--- src/rtl/imm_decode_stage.sv ---
// Immediate-decode pipeline stage: decodes instruction format and XLEN-wide immediate,
// registers the result behind a valid/ready handshake with a 2-entry skid buffer.
module imm_decode_stage #(
    parameter int unsigned XLEN        = 32,
    parameter bit          ENABLE_ZIMM = 1'b1
) (
    input  logic            clk,
    input  logic            rst_n,
    input  logic            flush,
    input  logic            in_valid,
    output logic            in_ready,
    input  logic [31:0]     in_instr,
    output logic            out_valid,
    input  logic            out_ready,
    output logic [31:0]     out_instr,
    output logic [XLEN-1:0] out_imm,
    output logic [2:0]      out_fmt,
    output logic            out_illegal
);

    localparam int unsigned INSTR_W = 32;
    localparam int unsigned IMM64_W = 64;

    localparam logic [6:0] OPC_LOAD     = 7'b0000011;
    localparam logic [6:0] OPC_OP_IMM   = 7'b0010011;
    localparam logic [6:0] OPC_JALR     = 7'b1100111;
    localparam logic [6:0] OPC_STORE    = 7'b0100011;
    localparam logic [6:0] OPC_BRANCH   = 7'b1100011;
    localparam logic [6:0] OPC_LUI      = 7'b0110111;
    localparam logic [6:0] OPC_AUIPC    = 7'b0010111;
    localparam logic [6:0] OPC_JAL      = 7'b1101111;
    localparam logic [6:0] OPC_SYSTEM   = 7'b1110011;
    localparam logic [6:0] OPC_OP       = 7'b0110011;
    localparam logic [6:0] OPC_FENCE    = 7'b0001111;
    localparam logic [6:0] OPC_OP_IMM32 = 7'b0011011;

    typedef enum logic [2:0] {
        FMT_NONE = 3'd0,
        FMT_I    = 3'd1,
        FMT_S    = 3'd2,
        FMT_B    = 3'd3,
        FMT_U    = 3'd4,
        FMT_J    = 3'd5,
        FMT_Z    = 3'd6
    } fmt_e;

    typedef struct packed {
        logic [INSTR_W-1:0] instr;
        logic [XLEN-1:0]    imm;
        fmt_e               fmt;
        logic               illegal;
    } entry_t;

    entry_t               dec_c;
    logic [IMM64_W-1:0]   imm64_c;
    fmt_e                 fmt_c;
    logic                 illegal_c;
    logic                 sgn_c;

    entry_t out_q, out_d;
    entry_t skid_q, skid_d;
    logic   out_valid_q, out_valid_d;
    logic   skid_valid_q, skid_valid_d;
    logic   in_ready_q, in_ready_d;
    logic   accept_c;
    logic   drain_c;

    // Combinational format/immediate decode of the incoming word
    always_comb begin
        imm64_c   = '0;
        fmt_c     = FMT_NONE;
        illegal_c = 1'b0;
        sgn_c     = in_instr[31];
        if (in_instr[1:0] != 2'b11) begin
            illegal_c = 1'b1;
        end else begin
            unique case (in_instr[6:0])
                OPC_LOAD, OPC_OP_IMM, OPC_JALR: begin
                    fmt_c   = FMT_I;
                    imm64_c = {{52{sgn_c}}, in_instr[31:20]};
                end
                OPC_OP_IMM32: begin
                    if (XLEN == 64) begin
                        fmt_c   = FMT_I;
                        imm64_c = {{52{sgn_c}}, in_instr[31:20]};
                    end else begin
                        illegal_c = 1'b1;
                    end
                end
                OPC_STORE: begin
                    fmt_c   = FMT_S;
                    imm64_c = {{52{sgn_c}}, in_instr[31:25], in_instr[11:7]};
                end
                OPC_BRANCH: begin
                    fmt_c   = FMT_B;
                    imm64_c = {{52{sgn_c}}, in_instr[7], in_instr[30:25], in_instr[11:8], 1'b0};
                end
                OPC_LUI, OPC_AUIPC: begin
                    fmt_c   = FMT_U;
                    imm64_c = {{32{sgn_c}}, in_instr[31:12], 12'b0};
                end
                OPC_JAL: begin
                    fmt_c   = FMT_J;
                    imm64_c = {{44{sgn_c}}, in_instr[19:12], in_instr[20], in_instr[30:21], 1'b0};
                end
                OPC_SYSTEM: begin
                    // CSR-immediate forms carry a 5-bit unsigned zimm in the rs1 field
                    if (ENABLE_ZIMM && in_instr[14]) begin
                        fmt_c   = FMT_Z;
                        imm64_c = {59'b0, in_instr[19:15]};
                    end
                end
                OPC_OP, OPC_FENCE: begin
                    fmt_c = FMT_NONE;
                end
                default: begin
                    illegal_c = 1'b1;
                end
            endcase
        end
        dec_c.instr   = in_instr;
        dec_c.imm     = XLEN'(imm64_c);
        dec_c.fmt     = fmt_c;
        dec_c.illegal = illegal_c;
    end

    assign accept_c = in_valid && in_ready_q;
    assign drain_c  = out_valid_q && out_ready;

    // Output/skid buffer control; skid always drains into OUT first to keep FIFO order
    always_comb begin
        out_d        = out_q;
        skid_d       = skid_q;
        out_valid_d  = out_valid_q;
        skid_valid_d = skid_valid_q;
        if (flush) begin
            out_valid_d  = 1'b0;
            skid_valid_d = 1'b0;
        end else if (drain_c && skid_valid_q) begin
            out_d        = skid_q;
            skid_valid_d = accept_c;
            if (accept_c) begin
                skid_d = dec_c;
            end
        end else if (accept_c && (!out_valid_q || drain_c)) begin
            out_d       = dec_c;
            out_valid_d = 1'b1;
        end else if (accept_c) begin
            skid_d       = dec_c;
            skid_valid_d = 1'b1;
        end else if (drain_c) begin
            out_valid_d = 1'b0;
        end
        in_ready_d = !skid_valid_d;
    end

    always_ff @(posedge clk or negedge rst_n) begin
        if (!rst_n) begin
            out_q        <= '0;
            skid_q       <= '0;
            out_valid_q  <= 1'b0;
            skid_valid_q <= 1'b0;
            in_ready_q   <= 1'b0;
        end else begin
            out_q        <= out_d;
            skid_q       <= skid_d;
            out_valid_q  <= out_valid_d;
            skid_valid_q <= skid_valid_d;
            in_ready_q   <= in_ready_d;
        end
    end

    assign in_ready    = in_ready_q;
    assign out_valid   = out_valid_q;
    assign out_instr   = out_q.instr;
    assign out_imm     = out_q.imm;
    assign out_fmt     = out_q.fmt;
    assign out_illegal = out_q.illegal;

endmodule

--- config.mk ---
export PLATFORM = sky130hd
export DESIGN_NAME = imm_decode_stage
export DESIGN_NICKNAME = d
export VERILOG_FILES = /design/src/rtl/imm_decode_stage.sv
export SDC_FILE = /design/constraint.sdc
export NUM_CORES = 1
export LEC_CHECK = 0
export BUFFER_PORTS_ARGS = -buffer_cell sky130_fd_sc_hd__buf_2
export CORE_MARGIN = 2
export CORE_UTILIZATION = 45
export CTS_BUF_LIST = sky130_fd_sc_hd__clkbuf_2
export CTS_CLUSTER_DIAMETER = 150
export DETAILED_ROUTE_END_ITERATION = 12
export GPL_ROUTABILITY_DRIVEN = 0
export GPL_TIMING_DRIVEN = 0
export PLACE_DENSITY = 0.67
export SYNTH_ARGS = -nofsm -noshare
export SYNTH_HDL_FRONTEND = slang
export SYNTH_SLANG_ARGS = --single-unit
--- constraint.sdc ---
create_clock -name clk -period 2.3 [get_ports clk]
set_input_delay 0.345 -clock clk [delete_from_list [all_inputs] [get_ports clk]]
set_output_delay 0.345 -clock clk [all_outputs]
set_load 0.03 [all_outputs]
==> impl_results.md <==
* Run status: finished clean
* Post-synthesis sequential area ratio at 56.13%
* Crit path kind: reg -> reg
* Final setup violation count at 0
* Final setup skew at 0.02670 ns
* Synthesized cell area at 6197 um^2
* WP data required at 2.94 ns
* DR DRC count at 0
* FF+latch count, synth at 139
* Area grow syn2layout at 21.12%
* H-Tree Depth at 4
* Initial DRC Count at 622
* CTS tree: built
* Final period util at 91.64%
* Placed cells at 970
* Worst hold path class: in -> reg
* Syn Area/Cell at 8.968 um^2
* Least-Margin Pin Slew at 0.6651 ns
* First-pass DRT Iterations at 5
* Fin. max-slew vios at 0
* Hold_sp: in_valid
* Post-synthesis cell type count at 52
* Reg-to-reg startpoint: out_valid
* Ys flop type: dfrtp_1
* EDFF count, synth at 0
* Worst Hold Depth at 4
* Largest net degree at the start of global routing at 72
* Root buf cell: clkbuf_2
* Static leakage at 0.003566 uW
* Routed wire length at 18.18 mm
* Mapped Cells at 691
* FMAX at 474.5 MHz
* Cell Pwr Density at 804.6 nW/um^2
* Async SR Flop Fraction at 100.0%
* Final Critical Period at 2.108 ns
* # IOs at 107
* Worst slew margin at 55.66%
* Gr usage total at 25.70%
* Setup TNS at 0 ns
* Initial antenna violation count at 1
* Yosys warns at 0
* Worst r2r path cells at 7
* Grt total ovfl at 0
* Hold Fails Final Rpt at 0
* I/O Buffers at 102
* Vias in the first global route at 5482
* Share of layout cells above drive strength 1 at 20.37%
* Worst setup SP type: flip-flop
* Via/cell ratio at 5.568
* Cell Area, Placed at 6962 um^2
* Pre-CTS setup slack at 0.06958 ns
* Post-route setup slack at 0.1923 ns
* Clk slew on worst S/H paths at 0.18 ns
* CP arrival at 2.75 ns
* Detailed placer's ending HPWL at 12.48 mm
* WHS Endpoint: in_ready
* Die ar. at 14730 um^2
* Worst-Skew Late Latency at 0.71 ns
* CP startpoint: out_valid
* Num Clock Sinks at 139
* Max_cap viols at 0
* Core area at 13350 um^2
* Filler Cell Count at 1252
* Syn_nets at 728
* Peak supply drop at 0.3053 mV
* Starting Density at 46.43%
* Post-route cell area at 7506 um^2
* Critical path peak fanout at 10
* WL/cell at 17.55 um
* Post-route insts no fill at 1036
* Crit. End Element: flip-flop
* Vias at 5768
* # nets final at 888
* Cts bufs inserted at 17
* Post-route ant nets at 0
* Reg2Reg Capture Point: skid_q[19]
* Die W at 121.4 um
* CTS max path bufs at 2
* Row count at 42
* Die H at 121.4 um
* FF-to-FF setup slack at 0.19 ns
* First-pass GRT wire length at 28.84 mm
* RSZ-0062 raised after global routing: no
[state kept, by name (all words and copies together) (netlist names)]
signal and cells:
skid_q 68, out_fmt 3, out_instr 32, out_imm 32
out_valid 1, out_illegal 1, skid_valid_q 1, in_ready 1
[synthesized netlist by cell type (3+ instances only)]
cell type	n	share of area [%]
nand2_1	209	13
clkbuf_1	19	1.2
a22o_1	6	0.85
a31oi_1	36	3.6
nand3_1	21	1.7
a21oi_1	25	2.0
nor3_1	17	1.4
a221oi_1	7	0.99
buf_2	21	1.7
a21o_1	5	0.61
a211oi_2	10	2.0
a222oi_1	3	0.48
inv_1	3	0.18
nand2b_1	3	0.30
o21ai_0	23	1.9
nor2_1	85	5.1
nand4_1	10	1.0
dfrtp_1	139	56
buf_1	7	0.42
[power breakdown]
group | total [uW] | switching (uW) | internal [uW]
Clock | 1180 | 827 | 356
Sequential | 3260 | 296 | 2970
Combinational | 1590 | 1060 | 538
Total | 6040 | 2180 | 3860
[layout make-up]
type                       instances  area (um^2)  share of cell area, %
clock buffer                      20        100.1                  1.334
multi-input combinational        498         2481                  33.06
antenna                            1        2.502                0.03334
sequential                       139         3478                  46.34
clock inverter                     7        55.05                 0.7335
inverter                           3        11.26                 0.1500
timing repair buffer             141        919.6                  12.25
buffer                            51        237.7                  3.167
tap                              176        220.2                  2.934
[cells in the final DEF, fill, tap and decap left out, types with 2 or more instances in the layout]
cell and count:
clkbuf_1 19, a31oi_1 36, buf_6 3, inv_1 3, a221oi_1 7, nor2b_1 2
nor3_1 17, buf_2 122, o21a_1 2, clkbuf_2 21, o211ai_1 2, o21ai_0 23
a21o_1 5, a222oi_1 3, nand4_1 10, o22ai_1 2, dfrtp_1 139, or2_2 2
nor3b_1 2, nand2b_1 3, buf_1 7, a211oi_2 10, nor2_1 85, nand2_1 209
a21oi_1 25, dlygate4sd3_1 36, clkinv_1 4, nand3_1 21, a22o_1 6, nand2_2 2
buf_4 3, clkinv_2 2, a211oi_1 2
[worst max-delay path, cell delays in order, from the launching register on]
cell and delay (ns):
dfrtp_1 0.38, buf_2 0.20, nand2b_1 0.11, nor3_1 0.29, buf_2 0.32, clkbuf_1 0.46
nor2_1 0.11, a21oi_1 0.16
[worst max-delay path by stage]
stage               cells past startpoint  slack (ns)       endpoint
floorplan                               6        0.48     skid_q[16]
global placement                        1       -0.98  out_instr[28]
detailed placement                      6        0.07   out_instr[6]
CTS                                     6        0.01   out_instr[5]
global route                            6        0.07   out_instr[1]
finish                                  7        0.19     skid_q[19]
[cells by family after synthesis]
family / synth area share, %
buf+inv: 4.018
flops: 56.13
simple gates: 24.59
compound gates: 15.26
[stage by stage]
step           hold WS, ns  utilization, %  total power (uW)
2_1_floorplan      0.04941               -              4286
3_3_place_gp        0.4534           51.90              4767
3_5_place_dp        0.3981           52.16              4840
4_1_cts            0.02007           56.02              6039
5_1_grt             0.1085           56.23              6381
6_report           0.09556           56.23              6039
[routing by layer]
metal	vias up	global-route usage, %	wire [um]
met5	-	0	0
met4	0	10.99	601
met3	50	5.263	1356
met2	264	39.04	8296
met1	2783	35.88	7924
li1	2671	-	-
[what timing repair did]
item,in CTS,in global routing
hold endpoints to repair,187,0
gates resized for setup,0,1
setup endpoints to repair,0,40
hold buffers,36,0
setup buffers,0,2
No activity file was read; power rests on OpenSTA's default activity.
